[config.mk]
export PLATFORM = sky130hd
export DESIGN_NAME = uart_tx_flat
export DESIGN_NICKNAME = d
export VERILOG_FILES = /design/src/rtl/uart_tx_if.sv /design/src/rtl/uart_tx.sv /design/src/flat_wrapper.sv
export SDC_FILE = /design/constraint.sdc
export NUM_CORES = 1
export LEC_CHECK = 0
export BUFFER_PORTS_ARGS = -buffer_cell sky130_fd_sc_hd__buf_2
export CAP_MARGIN = 10
export CORE_ASPECT_RATIO = 0.6
export CORE_MARGIN = 2
export CORE_UTILIZATION = 44
export CTS_CLUSTER_SIZE = 40
export DETAILED_ROUTE_END_ITERATION = 16
export GPL_ROUTABILITY_DRIVEN = 0
export GPL_TIMING_DRIVEN = 0
export PLACE_DENSITY_LB_ADDON = 0.25
export SYNTH_ARGS = -nofsm -noshare
export SYNTH_HDL_FRONTEND = slang
export SYNTH_SLANG_ARGS = --single-unit
[constraint.sdc]
create_clock -name clk -period 7.6 [get_ports clk]
set_input_delay 1.52 -clock clk [delete_from_list [all_inputs] [get_ports clk]]
set_output_delay 1.52 -clock clk [all_outputs]
set_load 0.005 [all_outputs]
[src/rtl/uart_tx_if.sv]
// uart_tx_if -- byte-push and serial-line bundle for the UART transmitter.
//
// Signals:
//   tx_data  [7:0]  byte offered for transmission (producer -> transmitter)
//   tx_valid        tx_data holds a byte to queue   (producer -> transmitter)
//   tx_ready        transmit FIFO has a free entry  (transmitter -> producer)
//   tx              serial line, idle high          (transmitter -> line)
//   tx_busy         frame in progress or bytes queued
//   tx_done         one-cycle pulse at the end of each stop bit
//
// Modports:
//   master -- the byte producer side
//   slave  -- the transmitter side
interface uart_tx_if;
  logic [7:0] tx_data;
  logic       tx_valid;
  logic       tx_ready;
  logic       tx;
  logic       tx_busy;
  logic       tx_done;

  modport master (
    output tx_data,
    output tx_valid,
    input  tx_ready,
    input  tx,
    input  tx_busy,
    input  tx_done
  );

  modport slave (
    input  tx_data,
    input  tx_valid,
    output tx_ready,
    output tx,
    output tx_busy,
    output tx_done
  );
endinterface

[src/rtl/uart_tx.sv]
// uart_tx -- 8N1 UART transmitter with a small transmit FIFO.
//
// Bytes pushed through the bus interface (tx_valid && tx_ready) are queued in
// a FIFO_DEPTH-entry FIFO and sent LSB first as start(0), 8 data bits,
// stop(1). Every bit lasts 16 s_ticks; one s_tick occurs every BAUD_DIV+1
// clocks from a free-running divider. Consecutive queued bytes go out with no
// idle time between the stop bit and the next start bit.
//
// Parameters:
//   BAUD_DIV    terminal value of the tick divider (s_tick every BAUD_DIV+1 clocks)
//   FIFO_DEPTH  transmit FIFO entries, power of two, at least 2
//
// Ports:
//   clk  rising-edge clock
//   rst  asynchronous active-high reset; aborts any frame and empties the FIFO
//   bus  uart_tx_if.slave: tx_data/tx_valid in, tx_ready/tx/tx_busy/tx_done out
module uart_tx #(
  parameter int BAUD_DIV   = 650,
  parameter int FIFO_DEPTH = 4
) (
  input  logic     clk,
  input  logic     rst,
  uart_tx_if.slave bus
);

  localparam int TICK_W = (BAUD_DIV < 1) ? 1 : $clog2(BAUD_DIV + 1);
  localparam int PTR_W  = $clog2(FIFO_DEPTH);
  localparam int CNT_W  = PTR_W + 1;

  localparam logic [TICK_W-1:0] TICK_MAX  = TICK_W'(BAUD_DIV);
  localparam logic [CNT_W-1:0]  FIFO_FULL = CNT_W'(FIFO_DEPTH);

  typedef enum logic [1:0] {
    IDLE  = 2'd0,
    START = 2'd1,
    DATA  = 2'd2,
    STOP  = 2'd3
  } state_t;

  // Tick divider
  logic [TICK_W-1:0] r_tickCnt;
  logic              w_sTick;

  // Transmit FIFO
  logic [7:0]       r_mem [FIFO_DEPTH];
  logic [PTR_W-1:0] r_wrPtr;
  logic [PTR_W-1:0] r_rdPtr;
  logic [CNT_W-1:0] r_count;
  logic             w_ready;
  logic             w_empty;
  logic             w_push;
  logic             w_pop;
  logic [7:0]       w_head;

  // Frame FSM
  state_t     r_state;
  state_t     w_stateNext;
  logic [3:0] r_sCount;
  logic [3:0] w_sCountNext;
  logic [2:0] r_nCount;
  logic [2:0] w_nCountNext;
  logic [7:0] r_shift;
  logic [7:0] w_shiftNext;
  logic       r_tx;
  logic       w_txNext;
  logic       r_done;
  logic       w_doneNext;

  // ---------------------------------------------------------------------------
  // Free-running tick divider: counts 0..BAUD_DIV and pulses on the wrap.
  // ---------------------------------------------------------------------------
  assign w_sTick = (r_tickCnt == TICK_MAX);

  always_ff @(posedge clk or posedge rst) begin
    if (rst) begin
      r_tickCnt <= '0;
    end else if (w_sTick) begin
      r_tickCnt <= '0;
    end else begin
      r_tickCnt <= r_tickCnt + 1'b1;
    end
  end

  // ---------------------------------------------------------------------------
  // Transmit FIFO. Occupancy is registered, so a byte pushed into an empty
  // FIFO becomes visible to the FSM one clock later. The storage array needs
  // no reset: only entries between the pointers are ever read.
  // ---------------------------------------------------------------------------
  assign w_ready = (r_count < FIFO_FULL);
  assign w_empty = (r_count == '0);
  assign w_push  = bus.tx_valid && w_ready;
  assign w_head  = r_mem[r_rdPtr];

  always_ff @(posedge clk) begin
    if (w_push) begin
      r_mem[r_wrPtr] <= bus.tx_data;
    end
  end

  always_ff @(posedge clk or posedge rst) begin
    if (rst) begin
      r_wrPtr <= '0;
      r_rdPtr <= '0;
      r_count <= '0;
    end else begin
      if (w_push) begin
        r_wrPtr <= r_wrPtr + 1'b1;
      end
      if (w_pop) begin
        r_rdPtr <= r_rdPtr + 1'b1;
      end
      // Simultaneous push and pop leave the occupancy unchanged.
      case ({w_push, w_pop})
        2'b10:   r_count <= r_count + 1'b1;
        2'b01:   r_count <= r_count - 1'b1;
        default: r_count <= r_count;
      endcase
    end
  end

  // ---------------------------------------------------------------------------
  // FSM state register. The line register only loads on s_tick edges so that
  // every bit boundary lines up with the tick grid.
  // ---------------------------------------------------------------------------
  always_ff @(posedge clk or posedge rst) begin
    if (rst) begin
      r_state  <= IDLE;
      r_sCount <= '0;
      r_nCount <= '0;
      r_shift  <= '0;
      r_tx     <= 1'b1;
      r_done   <= 1'b0;
    end else begin
      r_state  <= w_stateNext;
      r_sCount <= w_sCountNext;
      r_nCount <= w_nCountNext;
      r_shift  <= w_shiftNext;
      r_done   <= w_doneNext;
      if (w_sTick) begin
        r_tx <= w_txNext;
      end
    end
  end

  // ---------------------------------------------------------------------------
  // FSM next-state logic. Everything advances only on s_tick; the FIFO is
  // popped when heading into START, from IDLE or directly from STOP.
  // ---------------------------------------------------------------------------
  always_comb begin
    w_stateNext  = r_state;
    w_sCountNext = r_sCount;
    w_nCountNext = r_nCount;
    w_shiftNext  = r_shift;
    w_pop        = 1'b0;
    w_doneNext   = 1'b0;
    if (w_sTick) begin
      case (r_state)
        IDLE: begin
          if (!w_empty) begin
            w_pop        = 1'b1;
            w_shiftNext  = w_head;
            w_sCountNext = '0;
            w_stateNext  = START;
          end
        end
        START: begin
          if (r_sCount == 4'd15) begin
            w_sCountNext = '0;
            w_nCountNext = '0;
            w_stateNext  = DATA;
          end else begin
            w_sCountNext = r_sCount + 1'b1;
          end
        end
        DATA: begin
          if (r_sCount == 4'd15) begin
            w_sCountNext = '0;
            w_shiftNext  = {1'b0, r_shift[7:1]};
            if (r_nCount == 3'd7) begin
              w_stateNext = STOP;
            end else begin
              w_nCountNext = r_nCount + 1'b1;
            end
          end else begin
            w_sCountNext = r_sCount + 1'b1;
          end
        end
        STOP: begin
          if (r_sCount == 4'd15) begin
            w_doneNext   = 1'b1;
            w_sCountNext = '0;
            if (!w_empty) begin
              w_pop       = 1'b1;
              w_shiftNext = w_head;
              w_stateNext = START;
            end else begin
              w_stateNext = IDLE;
            end
          end else begin
            w_sCountNext = r_sCount + 1'b1;
          end
        end
        default: begin
          w_stateNext = IDLE;
        end
      endcase
    end
  end

  // ---------------------------------------------------------------------------
  // FSM output logic. The line level is derived from the state being entered,
  // so the registered tx already shows the new bit right after the tick edge.
  // ---------------------------------------------------------------------------
  always_comb begin
    w_txNext = 1'b1;
    case (w_stateNext)
      START:   w_txNext = 1'b0;
      DATA:    w_txNext = w_shiftNext[0];
      default: w_txNext = 1'b1;
    endcase
  end

  assign bus.tx       = r_tx;
  assign bus.tx_done  = r_done;
  assign bus.tx_ready = w_ready;
  assign bus.tx_busy  = (r_state != IDLE) || !w_empty;

endmodule

[src/flat_wrapper.sv]
// flat-port wrapper written by rule: the top's interface ports become plain ports
module uart_tx_flat 
#(
  parameter int BAUD_DIV   = 650,
  parameter int FIFO_DEPTH = 4
)
  (clk, rst, bus_tx_data, bus_tx_valid, bus_tx_ready, bus_tx, bus_tx_busy, bus_tx_done);
  uart_tx_if bus_i ();
  input  logic clk;
  input  logic rst;
  input wire logic [$bits(bus_i.tx_data)-1:0] bus_tx_data;
  input wire logic [$bits(bus_i.tx_valid)-1:0] bus_tx_valid;
  output wire logic [$bits(bus_i.tx_ready)-1:0] bus_tx_ready;
  output wire logic [$bits(bus_i.tx)-1:0] bus_tx;
  output wire logic [$bits(bus_i.tx_busy)-1:0] bus_tx_busy;
  output wire logic [$bits(bus_i.tx_done)-1:0] bus_tx_done;
  assign bus_i.tx_data = bus_tx_data;
  assign bus_i.tx_valid = bus_tx_valid;
  assign bus_tx_ready = bus_i.tx_ready;
  assign bus_tx = bus_i.tx;
  assign bus_tx_busy = bus_i.tx_busy;
  assign bus_tx_done = bus_i.tx_done;
  uart_tx #(.BAUD_DIV(BAUD_DIV), .FIFO_DEPTH(FIFO_DEPTH)) u_core (.clk(clk), .rst(rst), .bus(bus_i));
endmodule
==> results of run 1 <==
-- worst min path at each step --
stage                                    to              start  slack, ns
after floorplan           u_core.r_shift[1]  u_core.r_shift[1]       0.45
after global placement    u_core.r_shift[6]  u_core.r_shift[6]       0.47
after detailed placement      u_core.bus.tx      u_core.bus.tx       0.47
after CTS                     u_core.bus.tx      u_core.bus.tx       0.47
after global routing          u_core.bus.tx      u_core.bus.tx       0.48
final                         u_core.bus.tx      u_core.bus.tx       0.47
-- layout by cell type (no fill, tap or decap), types with 5 or more instances in the layout --
cell type / n
sky130_fd_sc_hd__a22o_1: 8
sky130_fd_sc_hd__a22oi_1: 7
sky130_fd_sc_hd__and2_1: 6
sky130_fd_sc_hd__buf_2: 14
sky130_fd_sc_hd__clkbuf_1: 5
sky130_fd_sc_hd__clkbuf_16: 9
sky130_fd_sc_hd__dfrtp_1: 35
sky130_fd_sc_hd__edfxtp_1: 32
sky130_fd_sc_hd__ha_1: 15
sky130_fd_sc_hd__inv_1: 10
sky130_fd_sc_hd__mux4_2: 8
sky130_fd_sc_hd__nand2_1: 20
sky130_fd_sc_hd__nand3_1: 7
sky130_fd_sc_hd__nor2_1: 17
sky130_fd_sc_hd__o21ai_0: 16
sky130_fd_sc_hd__xnor2_1: 9
sky130_fd_sc_hd__xor2_1: 5
-- flip-flops by register name (all words and copies together), names as in the netlist, 3 cells and up --
register	count
u_core.r_shift	8
u_core.r_sCount	4
u_core.r_count	3
u_core.r_mem	32
u_core.r_tickCnt	10
u_core.r_nCount	3
-- layout make-up --
type                    instances  share of cell area [%]
plain buffers                   8                  0.9184
clock buffers                  10                   6.747
clock inverters                 6                   1.130
inverters                      12                   1.272
multi-input cells             148                   32.29
flip-flops and latches         68                   52.60
well taps                      87                   3.073
repair buffers                 14                   1.978
-- logic make-up (layout without fill, tap and decap cells) --
| logic type | after synthesis | count (layout) |
|---|---|---|
| flops | 68 | 68 |
| simple gates | 68 | 68 |
| compound gates | 41 | 41 |
| buf+inv | 20 | 50 |
| fa+ha+maj | 16 | 16 |
| xor+xnor | 14 | 14 |
| mux | 9 | 9 |
-- stage by stage --
step	utilization, %	cell area [um2]	hold WS, ns	setup WS (ns)	std cells
finish	52.60	3542	0.4675	4.327	353
global route	52.60	3542	0.4850	4.064	353
CTS	52.60	3542	0.4724	4.316	353
detailed placement	48.46	3263	0.4659	4.331	337
global placement	48.46	3263	0.4655	4.407	337
floorplan	-	3084	0.4502	4.652	236
-- where the power goes --
group	leakage, nW	switching, W	internal, W
Combinational	0.566	0.0000672	0.0000436
Sequential	0.765	0.0000156	0.000426
Clock	0.138	0.000155	0.000229
Total	1.47	0.000238	0.000698
-- layer usage --
layer	wire length [um]	vias up	share of wire, %
met5	0	-	0
met4	76	0	1.3
met3	230	8	4.1
met2	2363	28	42
met1	2971	941	53
li1	-	906	-
-- worst max-delay path: stages, from the launching register on --
cell                       delay, ns
sky130_fd_sc_hd__dfrtp_1        0.42
sky130_fd_sc_hd__or4b_1         0.56
sky130_fd_sc_hd__or3_1          0.35
sky130_fd_sc_hd__clkbuf_2       0.17
sky130_fd_sc_hd__nor4_1         0.46
sky130_fd_sc_hd__ha_1           0.30
sky130_fd_sc_hd__inv_1          0.08
sky130_fd_sc_hd__fa_1           0.44
sky130_fd_sc_hd__xor2_1         0.15
sky130_fd_sc_hd__nor2_1         0.13
sky130_fd_sc_hd__xnor2_1        0.14
==> results.py, run 1 <==
metrics = {
    "timing": {
        "fin_tns_setup_ns": 0,
        "hold_viol": 0,
        "fmax_mhz": 305.6,
        "relSlewSlack_pct": 43.87,
        "worst_clock_skew_ns": 0.004014,
        "max_slew.worst_pin.slew_ns": 0.8419,
        "finalSetupViolCount": 0,
        "timing.final.max_slew_violations": 0,
        "minimum_period_implied_by_the_final_worst_setup_slack_ns": 3.273,
        "rsz0062_at_grt": "false",
        "min_period_over_period_pct": 43.06,
    },
    "global_routing": {
        "grtUsageTotal_pct": 16.31,
        "gr-max-usage-layer": "met1",
        "grt_util_met2_pct": 22.97,
        "number_of_antenna_violations_at_the_first_check_in_global_routing": 0,
        "grt_util_met1_pct": 23.54,
        "first_global_vias": 1816,
        "grt_max_degree": 37,
        "grt_first_pass_wirelength_um": 9280,
        "grt.met3_usage_pct": 5.507,
        "grt_overflow": 0,
    },
    "worst_setup_path": {
        "worstSetupEndpoint": "u_core.r_count[2]",
        "path_class": "register to register",
        "kind_of_start_point_of_the_critical_path": "register",
        "timing.rr.start": "u_core.r_tickCnt[4]",
        "timing.critical_path.to_type": "register",
        "worst_ep_arrival_time_ns": 3.52,
        "crit_fanout": 7,
        "r2r_end": "u_core.r_count[2]",
        "worstRegToRegCells": 10,
        "beginning_of_the_critical_path": "u_core.r_tickCnt[4]",
        "data_required_time_at_the_worst_endpoint_ns": 7.85,
        "setup.reg_to_reg.worst_slack_ns": 4.33,
    },
    "synth": {
        "synth_area_per_cell_um2": 13.07,
        "portion_of_netlist_area_occupied_by_mux_cells_pct": 6.207,
        "xor_xnor_share_of_the_synthesized_area_pct": 3.976,
        "synth_top_cells_by_area": "sky130_fd_sc_hd__edfxtp_1 (31%), sky130_fd_sc_hd__dfrtp_1 (28%), sky130_fd_sc_hd__ha_1 (6.1%)",
        "synth_fp_nets": 263,
        "synth-async-reset-ratio_pct": 52.94,
        "synth_most_common_cell": "sky130_fd_sc_hd__dfrtp_1",
        "dominant_combinational_cell_family_by_area_after_synthesis": "simple AND/OR/NAND/NOR gates",
        "synth.largest_area_cell": "sky130_fd_sc_hd__edfxtp_1",
        "synth_top_area_share_pct": 31.16,
        "post_synth_and_or_nand_nor_area_fraction_pct": 10.99,
        "synth-main-ff-cell": "sky130_fd_sc_hd__dfrtp_1",
        "synth-seq-cells": 68,
        "netlist_area_mm2": 0.003084,
        "number_of_instances_in_the_synthesized_netlist": 236,
        "ys_top_cells_by_count": "sky130_fd_sc_hd__dfrtp_1 (35), sky130_fd_sc_hd__edfxtp_1 (32), sky130_fd_sc_hd__nand2_1 (20)",
        "synth-warning-count": 0,
        "synth-adder-area-share_pct": 6.734,
        "yosysSeqAreaShare_pct": 60.41,
        "synth.distinct_cells": 40,
        "synth-compound-area-share_pct": 9.168,
        "synth_edf_count": 32,
    },
    "route": {
        "route.vias.total": 1883,
        "detail_route.wirelength_um": 5642,
        "drt_pass1_iterations": 4,
        "first_iter_violations": 98,
        "drc": 0,
        "average_vias_per_placed_instance": 5.334,
        "routedWlPerCell_um": 15.98,
        "route.antenna.remaining_nets": 0,
    },
    "clock_tree": {
        "post_cts.resized_instances": 0,
        "clk-insertion-delay-late_ns": 0.33,
        "htreeDepth": 3,
        "clkTransAtPathRegs_ns": 0.05,
        "tritoncts": "done",
        "cts_hold_repair.buffers": 0,
        "cts_buffers": 9,
        "clock_sink_count": 68,
        "ctsRootBufferMaster": "sky130_fd_sc_hd__clkbuf_16",
        "largest_buffer_count_on_any_clock_path": 2,
        "cts_setup_buffers": 0,
    },
    "layout": {
        "antenna_cells_inserted": 0,
        "regArea_mm2": 0.001863,
        "multi_input_comb_area_mm2": 0.001144,
        "syn2layout_area_growth_pct": 14.85,
        "design.final.nets": 288,
        "fillCellCount": 581,
        "drive_above_1_share_pct": 17.67,
    },
    "floorplan": {
        "core-area_mm2": 0.006734,
        "dieArea_mm2": 0.007717,
        "width_of_the_chip_um": 112.1,
        "rows": 23,
        "io_pins": 15,
        "fp.dieH_um": 68.85,
        "start_util_pct": 45.80,
    },
    "min_path": {
        "class_of_the_tightest_hold_or_removal_check": "register to register",
        "holdPathStages": 2,
    },
    "power": {
        "power_leakage_nw": 1.470,
        "vdd_ir_drop_max_mv": 0.1956,
        "power_per_cell_area_mw_per_mm2": 264.3,
        "total_power_draw_w": 0.0009362,
    },
    "place": {
        "post-dp-hpwl_um": 3909,
        "portbufs": 14,
    },
    "job": {
        "drv.max_cap_violation_count": 0,
    },
    "run_status": {
        "run_status": "completed",
    },
}
Note: power is estimated with default switching activity, not from simulation.
==> run 2, diff against run 1 <==
clock period = 2.9 ns   (was 7.6 ns; I/O delays follow)
==> results.py, run 2 (synthesis results as in run 1) <==
metrics = {
    "route": {
        "drc": 0,
        "route.antenna.remaining_nets": 0,
        "drt_pass1_iterations": 4,
        "detail_route.wirelength_um": 5795,
        "average_vias_per_placed_instance": 5.394,
        "first_iter_violations": 112,
        "routedWlPerCell_um": 16.19,
        "route.vias.total": 1931,
    },
    "timing": {
        "rsz0062_at_grt": "false",
        "hold_viol": 0,
        "timing.final.max_slew_violations": 0,
        "minimum_period_implied_by_the_final_worst_setup_slack_ns": 2.734,
        "finalSetupViolCount": 0,
        "relSlewSlack_pct": 43.02,
        "worst_hold_slack_ns": 0.3810,
        "worst_clock_skew_ns": 0.008627,
        "max_slew.worst_pin.slew_ns": 0.8482,
        "fmax_mhz": 365.8,
        "min_period_over_period_pct": 94.27,
    },
    "worst_setup_path": {
        "worst_ep_arrival_time_ns": 2.98,
        "cp_cell_instances": "or3b_2 -> or3_4 -> nor4_4 -> ha_2 -> inv_1 -> fa_1 -> xor2_1 -> nor2_1 -> xnor2_1",
        "timing.rr.start": "u_core.r_tickCnt[6]",
        "critical_path.slowest_cell": "sky130_fd_sc_hd__or3b_2",
        "data_required_time_at_the_worst_endpoint_ns": 3.15,
        "kind_of_start_point_of_the_critical_path": "register",
        "setup.reg_to_reg.worst_slack_ns": 0.17,
        "timing.critical_path.to_type": "register",
        "critPathMaxStageDelay_ns": 0.50,
        "crit_fanout": 4,
        "beginning_of_the_critical_path": "u_core.r_tickCnt[6]",
        "path_class": "register to register",
    },
    "layout": {
        "syn2layout_area_growth_pct": 18.95,
        "reg_top3": "u_core.r_mem x32, u_core.r_tickCnt x10, u_core.r_shift x8",
        "most_common_cell_after_layout_fill_and_taps_aside": "sky130_fd_sc_hd__dfrtp_1",
        "final_cell_mix": "sky130_fd_sc_hd__dfrtp_1 (35), sky130_fd_sc_hd__edfxtp_1 (32), sky130_fd_sc_hd__nand2_1 (20)",
        "layout.core_utilization_pct": 54.48,
        "drive_above_1_share_pct": 19.93,
        "fillCellCount": 586,
        "design.final.nets": 293,
        "largest_register": "u_core.r_mem",
        "flip_flop_count_of_the_largest_register_all_copies_and_words_added": 32,
        "antenna_cells_inserted": 0,
    },
    "job": {
        "drv.max_cap_violation_count": 0,
    },
    "clock_tree": {
        "ctsRootBufferMaster": "sky130_fd_sc_hd__clkbuf_16",
        "cts_hold_repair.buffers": 0,
        "clkTransAtPathRegs_ns": 0.05,
        "clk-insertion-delay-late_ns": 0.33,
        "clock_sink_count": 68,
        "largest_buffer_count_on_any_clock_path": 2,
        "cts_buffers": 9,
        "htreeDepth": 3,
        "tritoncts": "done",
    },
    "global_routing": {
        "first_global_vias": 1936,
        "grt_overflow": 0,
        "grt_first_pass_wirelength_um": 9784,
        "grtUsageTotal_pct": 17.08,
        "grt_max_degree": 37,
        "number_of_antenna_violations_at_the_first_check_in_global_routing": 0,
    },
    "floorplan": {
        "io_pins": 15,
        "start_util_pct": 45.80,
        "width_of_the_chip_um": 112.1,
        "dieArea_mm2": 0.007717,
        "fp.dieH_um": 68.85,
        "core-area_mm2": 0.006734,
        "rows": 23,
    },
    "place": {
        "post-dp-hpwl_um": 3986,
        "portbufs": 14,
    },
    "min_path": {
        "class_of_the_tightest_hold_or_removal_check": "input port to async pin",
    },
    "run_status": {
        "run_status": "completed",
    },
    "power": {
        "power_leakage_nw": 1.518,
        "vdd_ir_drop_max_mv": 0.5442,
        "power_per_cell_area_mw_per_mm2": 737.3,
    },
}
==> run 2: worst paths after layout <==
check                                           end  cells past startpoint
worst max register to register    u_core.r_count[2]                      9
worst min register to register        u_core.bus.tx                      2
max in group asynchronous       u_core.r_tickCnt[7]                      2
worst max-delay path              u_core.r_count[2]                      9
min in group clk                 u_core.r_mem[3][2]                      1
worst min-delay path             u_core.r_sCount[1]                      2
==> run 2: per-stage QoR <==
stage | TNS, ns | cell area, um2 | power (W) | worst slack, ns | instances
finish | 0 | 3669 | 0.002705 | 0.1662 | 358
global route | 0 | 3669 | 0.002818 | 0.009036 | 358
CTS | 0 | 3669 | 0.002733 | 0.01660 | 358
detailed placement | -0.2034 | 3269 | 0.001482 | -0.2034 | 337
global placement | -0.1012 | 3269 | 0.001462 | -0.1012 | 337
floorplan | 0 | 3090 | 0.001376 | 0.09377 | 236
==> run 2: power breakdown <==
| group | internal [W] | switching (W) |
|---|---|---|
| Sequential | 0.00112 | 0.0000426 |
| Clock | 0.000841 | 0.000402 |
| Combinational | 0.000118 | 0.000185 |
==> run 2: layer usage <==
metal / track usage [%] / part of all wire (%)
met2: 24.85 / 42
met3: 6.119 / 5.6
met4: 5.640 / 1.1
met1: 24.09 / 51
met5: 0 / 0
==> run 2: critical path: cells and delay by family, from the launching register on <==
| kind | cells | cell delay [ns] |
|---|---|---|
| XOR/XNOR | 2 | 0.29 |
| adder cells (fa/ha/maj) | 2 | 0.66 |
| buffers and inverters | 1 | 0.06 |
| flip-flops | 1 | 0.42 |
| AND/OR/NAND/NOR | 4 | 1.24 |
==> run 2: what timing repair did <==
item,in CTS,in global routing
setup buffers,6,0
gates cloned,0,0
resized for setup,3,0
endpoints found under the setup margin,2,1
pin swaps,3,2
==> run 2: layout make-up <==
type	instances	area, um2	area share (%)
Inverter	12	45.04	1.228
Sequential cell	68	1863	50.78
Timing Repair Buffer	20	115.1	3.138
Clock inverter	6	113.9	3.104
Clock buffer	10	229.0	6.241
Multi-Input combinational cell	148	1166	31.79
Buffer	7	27.53	0.7503
Tap cell	87	108.9	2.967
==> run 3, diff against run 2 <==
clock period = 2.3 ns   (was 2.9 ns; I/O delays follow)
==> results.py, run 3 (synthesis results as in run 1) <==
metrics = {
    "layout": {
        "finish.instance_area_mm2": 0.003662,
        "final_cell_mix": "sky130_fd_sc_hd__dfrtp_1 (35), sky130_fd_sc_hd__edfxtp_1 (32), sky130_fd_sc_hd__nand2_1 (20)",
        "drive_above_1_share_pct": 24.19,
        "syn2layout_area_growth_pct": 18.74,
        "largest_register": "u_core.r_mem",
        "design.final.nets": 299,
        "fillCellCount": 588,
        "reg_top3": "u_core.r_mem x32, u_core.r_tickCnt x10, u_core.r_shift x8",
        "flip_flop_count_of_the_largest_register_all_copies_and_words_added": 32,
        "antenna_cells_inserted": 0,
        "final-instance-count-excl-fill": 364,
        "most_common_cell_after_layout_fill_and_taps_aside": "sky130_fd_sc_hd__dfrtp_1",
    },
    "timing": {
        "max_slew.worst_pin.slew_ns": 0.8363,
        "rsz0062_at_grt": "true",
        "min_period_over_period_pct": 111.0,
        "minimum_period_implied_by_the_final_worst_setup_slack_ns": 2.554,
        "worst_clock_skew_ns": 0.004439,
        "fmax_mhz": 391.6,
        "hold_viol": 0,
        "final.setup.worst_slack_ns": -0.2539,
        "timing.final.max_slew_violations": 0,
        "relSlewSlack_pct": 44.25,
        "finalSetupViolCount": 4,
    },
    "floorplan": {
        "core-area_mm2": 0.006734,
        "io_pins": 15,
        "dieArea_mm2": 0.007717,
        "start_util_pct": 45.80,
        "rows": 23,
        "width_of_the_chip_um": 112.1,
        "fp.dieH_um": 68.85,
    },
    "global_routing": {
        "grtUsageTotal_pct": 17.05,
        "first_global_vias": 1851,
        "number_of_antenna_violations_at_the_first_check_in_global_routing": 0,
        "grt_max_degree": 37,
        "grt_first_pass_wirelength_um": 9522,
        "grt_overflow": 0,
    },
    "worst_setup_path": {
        "timing.critical_path.to_type": "register",
        "crit_fanout": 2,
        "setup.reg_to_reg.worst_slack_ns": -0.25,
        "worstRegToRegCells": 9,
        "kind_of_start_point_of_the_critical_path": "register",
        "data_required_time_at_the_worst_endpoint_ns": 2.56,
        "timing.rr.start": "u_core.r_tickCnt[2]",
        "path_class": "register to register",
        "worst_ep_arrival_time_ns": 2.81,
        "r2r_end": "u_core.r_count[2]",
    },
    "place": {
        "post-dp-hpwl_um": 3868,
        "dpl_cell_area_mm2": 0.003278,
        "portbufs": 14,
        "place.detailed.instances": 337,
    },
    "power": {
        "switching_share_pct": 25.67,
        "p_switching_w": 0.0007892,
        "power_frac_comb_pct": 13.0,
        "share_clk_of_total_power_pct": 39.4,
        "seq_power_share_pct": 47.6,
        "vdd_ir_drop_max_mv": 0.4698,
        "internal_power_w": 0.002285,
        "power_leakage_nw": 1.530,
        "power_per_cell_area_mw_per_mm2": 839.4,
    },
    "clock_tree": {
        "ctsRootBufferMaster": "sky130_fd_sc_hd__clkbuf_16",
        "cts_hold_repair.buffers": 0,
        "largest_buffer_count_on_any_clock_path": 2,
        "clk-insertion-delay-late_ns": 0.33,
        "tritoncts": "done",
        "clock_sink_count": 68,
        "clkTransAtPathRegs_ns": 0.05,
        "htreeDepth": 3,
        "cts_buffers": 9,
    },
    "run_status": {
        "run_status": "complete, but fails checks",
        "violations_in_the_final_reports": "negative setup slack",
    },
    "route": {
        "route.vias.total": 1922,
        "routedWlPerCell_um": 15.76,
        "first_iter_violations": 148,
        "detail_route.wirelength_um": 5738,
        "average_vias_per_placed_instance": 5.280,
        "drt_pass1_iterations": 5,
        "route.antenna.remaining_nets": 0,
        "drc": 0,
    },
    "job": {
        "drv.max_cap_violation_count": 0,
    },
    "min_path": {
        "class_of_the_tightest_hold_or_removal_check": "input port to async pin",
    },
}
==> run 3: changes by cell type in the layout (fill, tap and decap cells not counted), moves of 2 or more <==
cell                         delta
sky130_fd_sc_hd__buf_4          +5
sky130_fd_sc_hd__clkinv_2       +4
sky130_fd_sc_hd__bufinv_16      -3
sky130_fd_sc_hd__nor3_1         -3
sky130_fd_sc_hd__nor3_2         +3
sky130_fd_sc_hd__clkinvlp_4     -2
==> run 3: worst max path at each step <==
stage | startpoint | end | slack (ns) | cells past startpoint
after CTS | u_core.r_tickCnt[2] | u_core.r_count[2] | -0.43 | 9
after global routing | u_core.r_tickCnt[2] | u_core.r_count[2] | -0.38 | 9
after detailed placement | u_core.r_tickCnt[2] | u_core.r_count[2] | -0.67 | 10
after floorplan | u_core.r_tickCnt[2] | u_core.r_count[2] | -0.45 | 10
final | u_core.r_tickCnt[2] | u_core.r_count[2] | -0.25 | 9
after global placement | u_core.r_tickCnt[2] | u_core.r_count[2] | -0.65 | 10
==> run 3: final cells by class <==
cell class	instances	area, um2	share of cell area, %
inverters	12	45.04	1.230
flip-flops and latches	68	1863	50.87
repair buffers	26	163.9	4.476
clock buffers	10	229.0	6.252
plain buffers	7	28.78	0.7858
well taps	87	108.9	2.972
multi-input cells	148	1191	32.52
clock inverters	6	32.53	0.8883
==> run 3: what timing repair did <==
item	in CTS	in global routing
endpoints found under the setup margin	20	28
resized for setup	5	8
setup buffers	6	6
pin swaps	7	6
==> run 3: power groups by stage <==
| stage | Sequential (W) | Clock [W] | Combinational [W] |
|---|---|---|---|
| detailed placement | 0.00148 | 0 | 0.000384 |
| finish | 0.00146 | 0.00121 | 0.000400 |
| floorplan | 0.00147 | 0 | 0.000271 |
| global route | 0.00147 | 0.00131 | 0.000460 |
| CTS | 0.00146 | 0.00124 | 0.000392 |
| global placement | 0.00148 | 0 | 0.000367 |
==> run 3: metal layers <==
layer / vias to the layer above / wire length [um] / GRT usage [%] / part of all wire (%)
met3: 7 / 338 / 7.343 / 5.9
li1: 928 / - / - / -
met4: 0 / 80 / 5.945 / 1.4
met1: 939 / 2840 / 23.97 / 49
met5: - / 0 / 0 / 0
met2: 48 / 2478 / 23.72 / 43
==> run 3: stage by stage <==
stage	setup WS, ns	util [%]	hold slack [ns]	TNS, ns	power (W)
global route	-0.3828	54.38	0.3255	-1.529	0.003244
CTS	-0.4261	53.36	0.2918	-4.496	0.003095
global placement	-0.6487	48.68	0.4643	-4.873	0.001846
detailed placement	-0.6735	48.68	0.4630	-5.434	0.001867
finish	-0.2539	54.38	0.2707	-0.7971	0.003074
floorplan	-0.4474	-	0.4502	-0.7856	0.001738
==> run 3: critical path: stages (launching register included) <==
cell	delay [ns]
sky130_fd_sc_hd__dfrtp_1	0.39
sky130_fd_sc_hd__or4b_4	0.56
sky130_fd_sc_hd__or3_4	0.38
sky130_fd_sc_hd__nor4_4	0.17
sky130_fd_sc_hd__ha_2	0.24
sky130_fd_sc_hd__inv_2	0.04
sky130_fd_sc_hd__fa_2	0.32
sky130_fd_sc_hd__xor2_1	0.14
sky130_fd_sc_hd__nor2_1	0.12
sky130_fd_sc_hd__xnor2_1	0.12
